==> src/rtl/riscv_pkg.sv <==
// Shared definitions for the instruction-memory loader: FSM state encoding
// and stream framing constants.
package riscv_pkg;

  typedef enum logic [2:0] {
    ST_IDLE  = 3'd0,
    ST_HDR0  = 3'd1,
    ST_HDR1  = 3'd2,
    ST_DATA  = 3'd3,
    ST_WRITE = 3'd4,
    ST_CSUM  = 3'd5,
    ST_DONE  = 3'd6,
    ST_ERR   = 3'd7
  } loader_state_t;

  // Bytes per instruction word and bytes in the word-count header.
  localparam int IMEM_WORD_BYTES  = 4;
  localparam int LOADER_HDR_BYTES = 2;

  // States in which a new load session may be started.
  function automatic logic is_start_state(loader_state_t s);
    return (s == ST_IDLE) || (s == ST_DONE) || (s == ST_ERR);
  endfunction

endpackage

==> src/rtl/word_assembler.sv <==
// Little-endian byte-to-word packer. Each push shifts the byte into the top
// lane so that after four pushes the first byte sits in bits [7:0]. `full`
// flags the push that completes a word; `word_next` is the packed value
// including the byte being pushed this cycle.
module word_assembler
  import riscv_pkg::*;
(
  input  logic        clk,
  input  logic        rst,
  input  logic        clr,
  input  logic        push,
  input  logic [7:0]  byte_in,
  output logic        full,
  output logic [31:0] word_next
);

  localparam int IDX_W = $clog2(IMEM_WORD_BYTES);
  localparam logic [IDX_W-1:0] LAST_IDX = IDX_W'(IMEM_WORD_BYTES - 1);

  logic [IDX_W-1:0] idx_q, idx_d;
  logic [31:0]      pack_q, pack_d;

  // Next byte index and pack contents; clr wins over push.
  always_comb begin
    idx_d  = idx_q;
    pack_d = pack_q;
    if (clr) begin
      idx_d  = '0;
      pack_d = '0;
    end else if (push) begin
      idx_d  = idx_q + IDX_W'(1);
      pack_d = {byte_in, pack_q[31:8]};
    end
  end

  assign full      = push && !clr && (idx_q == LAST_IDX);
  assign word_next = pack_d;

  // Index and pack register update.
  always_ff @(posedge clk) begin
    if (rst) begin
      idx_q  <= '0;
      pack_q <= '0;
    end else begin
      idx_q  <= idx_d;
      pack_q <= pack_d;
    end
  end

endmodule

==> src/rtl/imem_loader.sv <==
// Boot-time instruction-memory loader. Receives a byte stream (16-bit
// little-endian word count, then 4N data bytes), packs the bytes into 32-bit
// words and writes them to consecutive addresses from BASE_ADDR while holding
// the core stalled. Every output is a flop computed from the next state.
// Optional feature macro: IMEM_LOADER_CHECKSUM_EN adds a trailing 8-bit
// checksum byte that must match the sum of all data bytes.
module imem_loader
  import riscv_pkg::*;
#(
  parameter int          ADDR_WIDTH = 10,
  parameter logic [31:0] BASE_ADDR  = 32'h0000_0000
) (
  input  logic        clk,
  input  logic        rst,
  input  logic        start,
  input  logic        byte_valid,
  input  logic [7:0]  byte_data,
  output logic        byte_ready,
  output logic        imem_we,
  output logic [31:0] imem_addr,
  output logic [31:0] imem_wdata,
  output logic        cpu_hold,
  output logic        done,
  output logic        error
);

  // Largest word count the memory can hold.
  localparam logic [32:0] CAPACITY = 33'd1 << ADDR_WIDTH;

`ifdef IMEM_LOADER_CHECKSUM_EN
  localparam loader_state_t ST_FINISH = ST_CSUM;
`else
  localparam loader_state_t ST_FINISH = ST_DONE;
`endif

  loader_state_t state_q, state_d;
  logic [15:0]   n_q, n_d;
  logic [15:0]   word_idx_q, word_idx_d;
  logic          byte_ready_q, byte_ready_d;
  logic          imem_we_q, imem_we_d;
  logic [31:0]   imem_addr_q, imem_addr_d;
  logic [31:0]   imem_wdata_q, imem_wdata_d;
  logic          cpu_hold_q, cpu_hold_d;
  logic          done_q, done_d;
  logic          error_q, error_d;
`ifdef IMEM_LOADER_CHECKSUM_EN
  logic [7:0]    csum_q, csum_d;
`endif

  logic          xfer;
  logic [15:0]   hdr_n;
  logic          asm_clr;
  logic          asm_push;
  logic          asm_full;
  logic [31:0]   asm_word;

  assign xfer  = byte_valid && byte_ready_q;
  assign hdr_n = {byte_data, n_q[7:0]};

  word_assembler u_asm (
    .clk       (clk),
    .rst       (rst),
    .clr       (asm_clr),
    .push      (asm_push),
    .byte_in   (byte_data),
    .full      (asm_full),
    .word_next (asm_word)
  );

  // Next-state logic; registered outputs are decoded from the next state so
  // they line up with the state they describe.
  always_comb begin
    state_d      = state_q;
    n_d          = n_q;
    word_idx_d   = word_idx_q;
    imem_addr_d  = imem_addr_q;
    imem_wdata_d = imem_wdata_q;
    asm_clr      = 1'b0;
    asm_push     = 1'b0;
`ifdef IMEM_LOADER_CHECKSUM_EN
    csum_d       = csum_q;
`endif

    case (state_q)
      ST_IDLE, ST_DONE, ST_ERR: begin
        if (start) begin
          state_d    = ST_HDR0;
          n_d        = '0;
          word_idx_d = '0;
          asm_clr    = 1'b1;
`ifdef IMEM_LOADER_CHECKSUM_EN
          csum_d     = '0;
`endif
        end
      end
      ST_HDR0: begin
        if (xfer) begin
          n_d[7:0] = byte_data;
          state_d  = ST_HDR1;
        end
      end
      ST_HDR1: begin
        if (xfer) begin
          n_d = hdr_n;
          if (hdr_n == 16'd0)                 state_d = ST_FINISH;
          else if ({17'd0, hdr_n} > CAPACITY) state_d = ST_ERR;
          else                                state_d = ST_DATA;
        end
      end
      ST_DATA: begin
        if (xfer) begin
          asm_push = 1'b1;
`ifdef IMEM_LOADER_CHECKSUM_EN
          csum_d   = csum_q + byte_data;
`endif
          if (asm_full) begin
            state_d      = ST_WRITE;
            imem_addr_d  = BASE_ADDR + 32'({word_idx_q, 2'b00});
            imem_wdata_d = asm_word;
          end
        end
      end
      ST_WRITE: begin
        word_idx_d = word_idx_q + 16'd1;
        if ((17'(word_idx_q) + 17'd1) < 17'(n_q)) state_d = ST_DATA;
        else                                      state_d = ST_FINISH;
      end
`ifdef IMEM_LOADER_CHECKSUM_EN
      ST_CSUM: begin
        if (xfer) state_d = (byte_data == csum_q) ? ST_DONE : ST_ERR;
      end
`endif
      default: state_d = ST_IDLE;
    endcase

    byte_ready_d = (state_d == ST_HDR0) || (state_d == ST_HDR1) ||
                   (state_d == ST_DATA) || (state_d == ST_CSUM);
    imem_we_d    = (state_d == ST_WRITE);
    cpu_hold_d   = !is_start_state(state_d);
    done_d       = (state_d == ST_DONE);
    error_d      = (state_d == ST_ERR);
  end

  // State and output registers.
  always_ff @(posedge clk) begin
    if (rst) begin
      state_q      <= ST_IDLE;
      n_q          <= '0;
      word_idx_q   <= '0;
      byte_ready_q <= 1'b0;
      imem_we_q    <= 1'b0;
      imem_addr_q  <= '0;
      imem_wdata_q <= '0;
      cpu_hold_q   <= 1'b0;
      done_q       <= 1'b0;
      error_q      <= 1'b0;
`ifdef IMEM_LOADER_CHECKSUM_EN
      csum_q       <= '0;
`endif
    end else begin
      state_q      <= state_d;
      n_q          <= n_d;
      word_idx_q   <= word_idx_d;
      byte_ready_q <= byte_ready_d;
      imem_we_q    <= imem_we_d;
      imem_addr_q  <= imem_addr_d;
      imem_wdata_q <= imem_wdata_d;
      cpu_hold_q   <= cpu_hold_d;
      done_q       <= done_d;
      error_q      <= error_d;
`ifdef IMEM_LOADER_CHECKSUM_EN
      csum_q       <= csum_d;
`endif
    end
  end

  assign byte_ready = byte_ready_q;
  assign imem_we    = imem_we_q;
  assign imem_addr  = imem_addr_q;
  assign imem_wdata = imem_wdata_q;
  assign cpu_hold   = cpu_hold_q;
  assign done       = done_q;
  assign error      = error_q;

endmodule

==> config.mk <==
export PLATFORM = sky130hd
export DESIGN_NAME = imem_loader
export DESIGN_NICKNAME = d
export VERILOG_FILES = /design/src/rtl/riscv_pkg.sv /design/src/rtl/word_assembler.sv /design/src/rtl/imem_loader.sv
export SDC_FILE = /design/constraint.sdc
export NUM_CORES = 1
export LEC_CHECK = 0
export BUFFER_PORTS_ARGS = -buffer_cell sky130_fd_sc_hd__buf_2
export CORE_MARGIN = 2
export CORE_UTILIZATION = 55
export CTS_CLUSTER_DIAMETER = 30
export DETAILED_ROUTE_END_ITERATION = 10
export GPL_ROUTABILITY_DRIVEN = 0
export GPL_TIMING_DRIVEN = 0
export MAX_ROUTING_LAYER = met4
export PLACE_DENSITY = 0.78
export SLEW_MARGIN = 20
export SYNTH_ARGS = -nofsm -noshare
export SYNTH_HDL_FRONTEND = slang
export SYNTH_SLANG_ARGS = --single-unit
export TNS_END_PERCENT = 1
==> constraint.sdc <==
create_clock -name clk -period 3.59 [get_ports clk]
set_input_delay 0.359 -clock clk [delete_from_list [all_inputs] [get_ports clk]]
set_output_delay 0.359 -clock clk [all_outputs]
set_load 0.005 [all_outputs]
* Yosys cells after proc, flatten, opt, wreduce, memory -nomap -nowiden
Index checks and enable logic that the tools add are counted.
** Cells by class
- Div/mod/pow operators :: 0
- Add/subtract/negate cells :: 3
- $lt $le $gt $ge :: 2
- Mux-type cells :: 21
- Bitwise operators :: 1
- Reductions and logical operators :: 22
- Multiply operators :: 0
- Shift-type cells :: 0
- Eq/ne operators :: 17
** Operators with widths (count)
- $mux 32 :: 2
- $mux 16 :: 2
- $pmux 16 s2 :: 1
- $mux 3 :: 8
- $pmux 8 s3 :: 1
- $eq 3x3->1 const B :: 7
- $add 16x1->17 const B :: 1
- $lt 17x16->1 :: 1
- $add 16x1->16 const B :: 1
- $gt 16x11->1 const B :: 1
- $logic_not 16->1 :: 1
- $pmux 8 s2 :: 1
- $pmux 3 s5 :: 1
- $eq 3x2->1 const B :: 4
- $mux 8 :: 1
- $eq 3x1->1 const B :: 2
- $logic_not 3->1 :: 2
- $ne 2x2->1 const B :: 3
- $reduce_and 3->1 :: 2
- $reduce_bool 2->1 :: 3
- $logic_or 1x1->1 :: 5
- $mux 1 :: 4
- $reduce_and 4->1 :: 1
- $logic_and 1x1->1 :: 3
- 7 further kinds :: 8
** Storage, ports and cells
- ROM bits :: 0
- Logic and storage cells :: 79
- Memory bits (writable) :: 0
- Memories kept :: 0
- Bits in latches :: 0
- Bits in registers :: 122

* Longest topological paths before layout
Gate-level depths: netlist of the first run.
- Depth after elaboration :: 13
- Gate-level depth with buffers :: 14

* Cells and area by module
From an unflattened synthesis of the first run, not the netlist that was laid out.
** Unflattened totals
- Cell total of the unflattened synthesis :: 675
- Area total of the unflattened synthesis :: 5542.8 um2
** By module, submodules not included
- imem_loader :: times used 1, cells each 526, sequential area each 1761.7 um2, area an instance 4127.7 um2
- word_assembler :: times used 1, cells each 149, sequential area each 680.7 um2, area an instance 1415.1 um2

* Least setup slack after synthesis of the first run
Ideal clock, no wire load.
- Path type :: flip-flop to flip-flop
- From :: register word_idx_q[0]
- To :: register error_q (netlist: error)
- Setup slack :: 0.644 ns
- Setup time :: 0.078 ns
- Buffers on the path :: 1
- Clock period less this slack :: 2.946 ns
- Data required time :: 3.512 ns
- Stages on the path, launching flop included :: 15
- Data arrival time :: 2.868 ns
- Cells stage by stage :: dfxtp_1 ha_1 nand3_1 nor3_1 and2_1 buf_2 nand2_1 xnor2_1 ha_1 and3_1 nand3_1 or3_1 o2bb2ai_1 o21bai_2 nor3_1
** On the way
- Longest elaborated chain between the ends :: 5
** RTL lines
- from (decl) :: line imem_loader.sv:38 : logic [15:0] word_idx_q, word_idx_d;
- from (signal assigned) :: line imem_loader.sv:163 : word_idx_q <= word_idx_d;
- $add 16x1->17 :: line imem_loader.sv:125 : if ((17'(word_idx_q) + 17'd1) < 17'(n_q)) state_d = ST_DATA;
- $lt 17x16->1 :: line imem_loader.sv:125
- $mux 3 :: line imem_loader.sv:125
- $pmux 3 s5 :: line imem_loader.sv:84 : case (state_q)
- $eq 3x3->1 :: line imem_loader.sv:141 : error_d = (state_d == ST_ERR);
- to (signal assigned) :: line imem_loader.sv:170 : error_q <= error_d;
- to (decl) :: line imem_loader.sv:45 : logic error_q, error_d;
No other way between the ends.
A chain may end at the register's enable or synchronous reset.

* Final worst setup path of the first run
- From :: register word_idx_q[1]
- To :: register error_q (netlist: error)
The elaborated chain is that of the path after synthesis.

==> results of run 1 <==
-- cell type report --
type,instances,area [um2]
Buffer,57,290
Clock buffer,18,428
Clock inverter,14,133
Fill cell,699,2670
Inverter,19,71.3
Multi-Input combinational cell,464,2480
Sequential cell,114,2280
Tap cell,108,135
Timing Repair Buffer,63,315
-- sequential cells by signal, indices dropped and copies added (netlist names), 2 cells and up --
signal        count
n_q              16
imem_wdata       32
u_asm.pack_q     24
imem_addr        16
state_q           3
u_asm.idx_q       2
word_idx_q       16
-- Yosys cell counts, types with 4 or more instances --
master,n,area (um2)
nor2_1,33,124
a22oi_1,14,105
a21o_1,5,37.5
a21oi_1,101,505
xor2_1,4,35.0
xnor2_1,11,96.3
buf_4,17,128
nand4_1,7,43.8
and3_1,5,31.3
nand2_1,166,623
and2_1,5,31.3
nor3_1,5,25.0
clkbuf_1,27,101
ha_1,17,213
buf_2,10,50.1
inv_1,19,71.3
nand3_1,15,75.1
or3_1,6,37.5
o21ai_0,13,65.1
nand2b_1,4,25.0
dfxtp_1,114,2280
-- placed cells by master, fill, tap and decap left out, types with 3 or more instances in the layout --
master / count
buf_4: 17
inv_1: 19
buf_1: 3
nand3_1: 14
or3_1: 6
and2_1: 5
clkinv_4: 3
a21o_1: 5
xnor2_1: 11
nor3_1: 4
buf_2: 73
clkbuf_16: 16
ha_1: 16
nand4_1: 7
a21oi_1: 101
and4_1: 3
clkbuf_1: 27
a22oi_1: 14
dfxtp_1: 113
conb_1: 16
nand2_1: 166
xor2_1: 4
clkinvlp_4: 5
nor2_1: 33
and3_1: 5
nand2b_1: 4
o21ai_0: 13
-- critical path, cell delays in order, from the launching register on --
cell	delay [ps]
dfxtp_1	390
ha_2	270
nand3_2	160
nor3_2	180
and2_1	140
buf_2	140
nand2_1	100
xnor2_1	140
ha_1	290
and3_1	190
nand3_1	110
or3_1	360
o2bb2ai_1	380
o21bai_2	150
nor3_1	170
-- per-layer routing --
layer	routed length (um)	share of wire	track usage	vias to the layer above
met1	5170	0.42	0.290	2204
met4	291	0.024	0.103	0
met5	0	0	-	-
met3	576	0.047	0.0564	35
met2	6250	0.51	0.449	145
li1	-	-	-	2322
-- power groups by stage --
stage | Clock [uW] | Sequential, uW | Combinational [uW]
2_1_floorplan | 0 | 1300 | 98.1
3_3_place_gp | 0 | 1310 | 138
4_1_cts | 1580 | 1280 | 143
3_5_place_dp | 0 | 1310 | 142
5_1_grt | 1630 | 1280 | 160
6_report | 1580 | 1280 | 146
-- path summary, 6_finish.rpt --
check	startpoint	end	slack [ps]	cells after the start
setup reg to reg	word_idx_q[1]	error	350	14
hold / removal	byte_data[6]	imem_wdata[30]	140	3
setup / recovery	word_idx_q[1]	error	350	14
hold reg to reg	imem_wdata[5]	imem_wdata[5]	450	2
-- logic make-up after synthesis --
logic type | Yosys count
other | 1
flip-flops | 114
XOR/XNOR | 15
adder cells (fa/ha/maj) | 17
AO/OA/AOI/OAI | 147
multiplexers | 3
buffers and inverters | 76
AND/OR/NAND/NOR | 266
-- through the flow --
stage	instance area (um2)	util	hold slack [ps]	setup slack, ps
after floorplan	5110	-	432	644
after global placement	5560	0.631	439	224
after detailed placement	5560	0.631	444	171
after CTS	6120	0.695	130	156
after global routing	6130	0.697	145	26.2
final	6130	0.697	139	355
-- repair_timing --
action	CTS	global route
endpoints found under the hold margin	0	0
gates resized for setup	0	4
setup endpoints to repair	0	6
==> flow_summary_export.csv, run 1 <==
group,metric,value,unit
sta,rsz0062_at_grt,"no",
clock_tree,cts_setup_buffers,0,
worst_setup_path,cp.required,4040,ps
power,seqPwrFrac,0.426,
clock_tree,clock_sinks,114,
route,viasPerCell,5.49,
synthesis,synth_edf_count,0,
hold_path,hp-class,"input pin to flip-flop",
route,ant_nets,0,
worst_setup_path,critPathMaxFanout,5,
global_routing,grtUsageTotal,0.258,
synthesis,synth.avg_cell_area,7.91,um2
worst_setup_path,crit_type,"flip-flop to flip-flop",
power,p_per_area,489,nW/um2
clock_tree,htree_levels,4,
synthesis,ys_ff_latch,114,
finish,drive_gt1_frac,0.184,
clock_tree,insertion_delay,520,ps
power,power.internal,2260,uW
synthesis,synth-adder-area-share,0.0421,
floorplan,initial_utilization,0.574,
finish,syn_to_final_growth,21.4,%
sta,finalClockSkew,8.09,ps
worst_setup_path,start_kind,"flip-flop",
route,wl_per_cell,14.3,um
floorplan,num_rows,34,
floorplan,die-area,9970,um2
sta,tns,0,ps
synthesis,synthMuxAreaShare,0.00619,
synthesis,yosysWarnings,0,
synthesis,synth-seq-area-share,0.452,
route,drt-initial-drc-count,302,
route,vias,4706,
power,swShare,0.246,
sta,setup_violations,0,
finish,num_antenna_cells,0,
power,vdd_drop_max,0.276,mV
floorplan,dieWidth,99.9,um
power,power_switching,737,uW
synthesis,synth_xor_area_frac,0.0260,
sta,drv_slew,0,
clock_tree,cts_tree,"built",
route,wl,12.3,mm
global_routing,grt_max_degree,17,
sta,fin_crit,3240,ps
sta,relSlewSlack,0.489,
global_routing,overflow,0,
sta,fmax,309,MHz
clock_tree,ctsHoldBuffers,0,
sta,tightest_slew,767,ps
power,pwr-share-clk,0.525,
sta,final.period_utilization,0.901,
floorplan,die_y,99.9,um
route,first_pass_iters,5,
clock_tree,ctsRootBufferMaster,"clkbuf_8",
global_routing,grt_pass1_wl,20.1,mm
sta,hold_violations,0,
clock_tree,cts_made_buffers,17,
synthesis,synth_cell_types,49,
finish,fin_nets,765,
placed_design,dp_cells,825,
route,drcViolationCount,0,
power,finalPower,3000,uW
placed_design,place_hpwl,8.79,mm
power,p_comb_frac,0.049,
synthesis,synthCells,639,
placed_design,portBuffers,63,
clock_tree,clockBufferDepth,2,
floorplan,io_pins,81,
worst_setup_path,crit_path_end_kind,"flip-flop",
run_status,status,"finished, final reports clean",
synthesis,synth_compound_area_frac,0.166,
synthesis,synthesis.area,5050,um2
global_routing,grt_pass1_vias,4363,
worst_setup_path,arrival,3690,ps
synthesis,ys.flop_type,"dfxtp_1",
finish,final_cells,857,
clock_tree,path_clk_slew,60,ps
synthesis,synth-simple-area-share,0.235,
floorplan,core_area,8810,um2
global_routing,grt_antenna_before_repair,0,
synthesis,synth_top_family_by_area,"simple AND/OR/NAND/NOR gates",
run,drv_cap,0,
power,p_leak,0.00245,uW
synthesis,synthArstFlopShare,0,
Note: power is estimated with default switching activity, not from simulation.
==> run 2: changes to the inputs <==
- CELL_PAD_IN_SITES_DETAIL_PLACEMENT: unset -> 1
- CELL_PAD_IN_SITES_GLOBAL_PLACEMENT: unset -> 1
- CORE_UTILIZATION: 55 -> 41
- PLACE_DENSITY: 0.78 -> unset
- PLACE_DENSITY_LB_ADDON: unset -> 0.1
==> run 2 against run 1 <==
Net effect:
- worst setup slack worse by 92 ps
- first-iteration DRC count down 39%
- register-to-register slack worse by 90 ps
- clock-buffer cell count up 4
- critical endpoint is now done
- largest power group unchanged
==> flow_summary_export.csv, run 2 (synthesis gave the netlist of run 1 again) <==
group,metric,value,unit
run_status,status,"finished, final reports clean",
route,ant_nets,0,
clock_tree,ctsHoldBuffers,0,
finish,syn_to_final_growth,24.8,%
clock_tree,cts_tree,"built",
finish,nFillCells,1478,
clock_tree,insertion_delay,410,ps
power,p_per_area,530,nW/um2
sta,tns,0,ps
clock_tree,clock_sinks,114,
route,wl,14.1,mm
global_routing,grt_pass1_vias,4821,
worst_setup_path,arrival,3600,ps
sta,tightest_slew,792,ps
sta,fin_crit,3330,ps
run,drv_cap,0,
finish,seqCellArea,2280,um2
worst_setup_path,endpoint,"done",
finish,layout_commonest_cell,"nand2_1",
clock_tree,htree_levels,4,
clock_tree,ctsRootBufferMaster,"clkbuf_16",
worst_setup_path,rr_worst_depth,13,
finish,most-common-layout-cells,"nand2_1, dfxtp_1, a21oi_1",
worst_setup_path,critPathMaxFanout,5,
power,finalPower,3340,uW
global_routing,grt_antenna_before_repair,0,
sta,setup_violations,0,
route,wl_per_cell,15.8,um
route,viasPerCell,5.17,
finish,largest_reg_flops,32,
floorplan,die-area,13200,um2
sta,hold_violations,0,
global_routing,grt_pass1_wl,23.1,mm
route,first_pass_iters,4,
global_routing,overflow,0,
clock_tree,cts_setup_buffers,0,
floorplan,core_area,12000,um2
finish,multiInputGateArea,2490,um2
power,p_leak,0.00253,uW
clock_tree,path_clk_slew,50,ps
worst_setup_path,cp.required,3860,ps
global_routing,grtUsageTotal,0.230,
floorplan,num_rows,40,
floorplan,die_y,115,um
worst_setup_path,crit_type,"flip-flop to flip-flop",
hold_path,hp-class,"input pin to flip-flop",
worst_setup_path,cp-startpoint,"word_idx_q[1]",
sta,rsz0062_at_grt,"no",
floorplan,initial_utilization,0.421,
worst_setup_path,r2r_setup_slack,260,ps
worst_setup_path,r2r_start,"word_idx_q[1]",
worst_setup_path,start_kind,"flip-flop",
floorplan,io_pins,81,
clock_tree,clockBufferDepth,2,
placed_design,portBuffers,63,
worst_setup_path,worst_r2r_endpoint,"done",
clock_tree,cts_made_buffers,17,
finish,fin_nets,765,
power,vdd_drop_max,0.228,mV
sta,drv_slew,0,
finish,num_antenna_cells,0,
route,drcViolationCount,0,
sta,whs,244,ps
route,drt-initial-drc-count,183,
route,vias,4629,
sta,final.period_utilization,0.927,
placed_design,place_hpwl,10.5,mm
sta,fmax,301,MHz
sta,finalClockSkew,5.26,ps
worst_setup_path,crit_path_end_kind,"flip-flop",
finish,drive_gt1_frac,0.180,
sta,relSlewSlack,0.469,
global_routing,grt_max_degree,17,
floorplan,dieWidth,115,um
run 2: cell types whose count changed in the layout (fill, tap and decap cells not counted), moves of 2 or more:
cell	previous run	this run
clkinv_4	3	1
clkbuf_1	27	30
bufinv_16	1	6
clkinvlp_4	5	0
inv_6	2	0
run 2: layout make-up:
type                            count  share of cell area
Multi-Input combinational cell    464               0.395
Buffer                             57              0.0460
Clock inverter                     10              0.0323
Tap cell                          147              0.0292
Sequential cell                   114               0.362
Inverter                           19              0.0113
Clock buffer                       22              0.0736
Timing Repair Buffer               63              0.0500
run 2: how the worst min path moves through the flow:
stage                              from  slack [ps]  depth (start not counted)             end
after floorplan                 n_q[10]         430                          2         n_q[10]
after global placement    imem_wdata[9]         440                          2   imem_wdata[9]
after detailed placement        n_q[11]         450                          2         n_q[11]
after CTS                  byte_data[1]         230                          3  imem_wdata[25]
after global routing       byte_data[0]         250                          3  imem_wdata[24]
final                      byte_data[6]         240                          3  imem_wdata[30]
run 2: critical path, cell delays in order (launching register included):
cell and delay, ps:
dfxtp_1 390, ha_2 270, nand3_1 220, nor3_2 200, and2_1 140, buf_2 150
nand2_1 90, xnor2_1 170, ha_1 260, and3_1 200, a221oi_1 310, o211ai_1 220
o31a_2 400, nor3b_2 160
run 2: repair_timing:
item / 4_1_cts / 5_1_grt
gates cloned: 0 / 0
gates resized for setup: 1 / 4
endpoints found under the setup margin: 2 / 7
run 2: metal layers:
layer  GRT usage  vias up  wire length [um]
li1            -     2317                 -
met1       0.247     2238              6020
met2       0.419       55              7550
met3      0.0490       19               332
met4      0.0779        0               233
met5           -        -                 0
run 2: power by group:
group / internal [uW] / switching (uW)
sequential: 1270 / 5.42
clock: 1330 / 578
combinational: 49.4 / 99.7
run 2: per-stage QoR:
| step | cells | worst slack [ps] | instance area [um2] | utilization |
|---|---|---|---|---|
| 6_report | 896 | 263 | 6300 | 0.525 |
| 5_1_grt | 896 | 2.22 | 6300 | 0.525 |
| 4_1_cts | 896 | 109 | 6280 | 0.523 |
| 3_5_place_dp | 864 | 16.9 | 5610 | 0.467 |
| 3_3_place_gp | 864 | 149 | 5610 | 0.467 |
| 2_1_floorplan | 654 | 644 | 5110 | - |
==> run 3: changes to the inputs <==
- MAX_ROUTING_LAYER: met4 -> unset
==> run 3 against run 2 <==
Net effect:
- sequential power about the same
- clock skew rose by 0.66 ps
- sequential share of layout area unchanged
- clock power barely moved
- first-iteration DRC count grew 0.55%
- final cell count did not move
- die area unchanged
- critical path type unchanged
- largest cell class unchanged
- highest routed layer unchanged
==> flow_summary_export.csv, run 3 (synthesis gave the netlist of run 1 again) <==
group,metric,value,unit
worst_setup_path,rr_worst_depth,13,
sta,finalClockSkew,5.92,ps
clock_tree,insertion_delay,420,ps
sta,tightest_slew,795,ps
clock_tree,path_clk_slew,50,ps
sta,relSlewSlack,0.467,
floorplan,die-area,13200,um2
sta,setup_violations,0,
power,vdd_drop_max,0.229,mV
finish,final_cells,896,
sta,fin_crit,3330,ps
worst_setup_path,arrival,3600,ps
run,drv_cap,0,
route,viasPerCell,5.18,
worst_setup_path,max_stage_delay,410,ps
worst_setup_path,crit_path_end_kind,"flip-flop",
sta,final.period_utilization,0.926,
clock_tree,ctsHoldBuffers,0,
hold_path,whs_path_depth,3,
route,drt-initial-drc-count,184,
route,vias,4642,
route,first_pass_iters,4,
placed_design,dp_slack,16.9,ps
hold_path,min_from,"byte_data[6]",
worst_setup_path,cp.required,3860,ps
route,drcViolationCount,0,
run_status,status,"finished, final reports clean",
clock_tree,clockBufferDepth,2,
global_routing,grtUsageTotal,0.223,
placed_design,placed_area,5610,um2
placed_design,portBuffers,63,
floorplan,die_y,115,um
worst_setup_path,r2r_setup_slack,260,ps
clock_tree,ctsRootBufferMaster,"clkbuf_16",
sta,tns,0,ps
clock_tree,cts_made_buffers,17,
worst_setup_path,critPathMaxFanout,5,
finish,layout_commonest_cell,"nand2_1",
global_routing,grt_max_degree,17,
floorplan,core_area,12000,um2
worst_setup_path,r2r_start,"word_idx_q[1]",
global_routing,grt_pass1_wl,23.1,mm
floorplan,initial_utilization,0.421,
sta,fmax,301,MHz
route,ant_nets,0,
global_routing,overflow,0,
floorplan,num_rows,40,
finish,largest_reg_flops,32,
power,p_per_area,530,nW/um2
global_routing,grt_pass1_vias,4819,
finish,drive_gt1_frac,0.180,
finish,most-common-layout-cells,"nand2_1, dfxtp_1, a21oi_1",
sta,drv_slew,0,
sta,rsz0062_at_grt,"no",
clock_tree,cts_tree,"built",
clock_tree,htree_levels,4,
sta,fin_ws,265,ps
worst_setup_path,path_cells,"ha_2, nand3_1, nor3_2, and2_1, buf_2, nand2_1, xnor2_1, ha_1, and3_1, a221oi_1, o211ai_1, o31a_2, nor3b_2",
floorplan,io_pins,81,
clock_tree,clock_sinks,114,
sta,hold_violations,0,
route,wl,14.1,mm
worst_setup_path,start_kind,"flip-flop",
placed_design,dp_cells,864,
worst_setup_path,crit_type,"flip-flop to flip-flop",
hold_path,hp-class,"input pin to flip-flop",
floorplan,dieWidth,115,um
finish,num_antenna_cells,0,
finish,fin_area,6300,um2
worst_setup_path,worst_r2r_endpoint,"done",
sta,whs,244,ps
global_routing,grt_antenna_before_repair,0,
finish,fin_nets,765,
placed_design,place_hpwl,10.5,mm
route,wl_per_cell,15.7,um
hold_path,min_to,"imem_wdata[30]",
finish,syn_to_final_growth,24.8,%
power,p_leak,0.00253,uW
worst_setup_path,crit_slowest_cell,"o31a_2",
run 3: routing by layer:
metal  vias to the layer above  GRT usage  routed length [um]
met5                         -          0                   0
met4                         0     0.0779                 220
met3                        19     0.0490                 339
met2                        59      0.419                7560
met1                      2243      0.247                5990
li1                       2321          -                   -
run 3: critical path: cells and delay by family (launching register included):
kind                     cells  cell delay (ps)
adder cells (fa/ha/maj)      2              530
buffers and inverters        1              150
AO/OA/AOI/OAI                3              940
AND/OR/NAND/NOR              6             1000
XOR/XNOR                     1              170
flip-flops                   1              390
run 3: repair_timing:
action | 4_1_cts | 5_1_grt
endpoints found under the setup margin | 2 | 7
gates resized for setup | 1 | 4
setup buffers | 0 | 0
run 3: final cells by class:
class | instances | area, um2
fillers | 1478 | 5710
multi-input cells | 464 | 2490
flip-flops and latches | 114 | 2280
clock buffers | 22 | 464
repair buffers | 63 | 315
plain buffers | 57 | 290
clock inverters | 10 | 204
well taps | 147 | 184
inverters | 19 | 71.3
run 3: power by group:
part	switching [uW]	internal [uW]
logic	99.6	49.4
clock network	579	1330
registers	5.41	1270
run 3: worst max path at each step:
stage                  start  endpoint  cells after the start
2_1_floorplan  word_idx_q[0]     error                     14
3_3_place_gp   word_idx_q[0]     error                     14
3_5_place_dp   word_idx_q[0]     error                     14
4_1_cts        word_idx_q[0]      done                     13
5_1_grt        word_idx_q[1]      done                     13
6_report       word_idx_q[1]      done                     13
run 3: per-stage QoR:
stage               total power, uW   util
floorplan                      1400      -
CTS                            3360  0.523
global route                   3440  0.525
global placement               1450  0.467
finish                         3340  0.525
detailed placement             1450  0.467
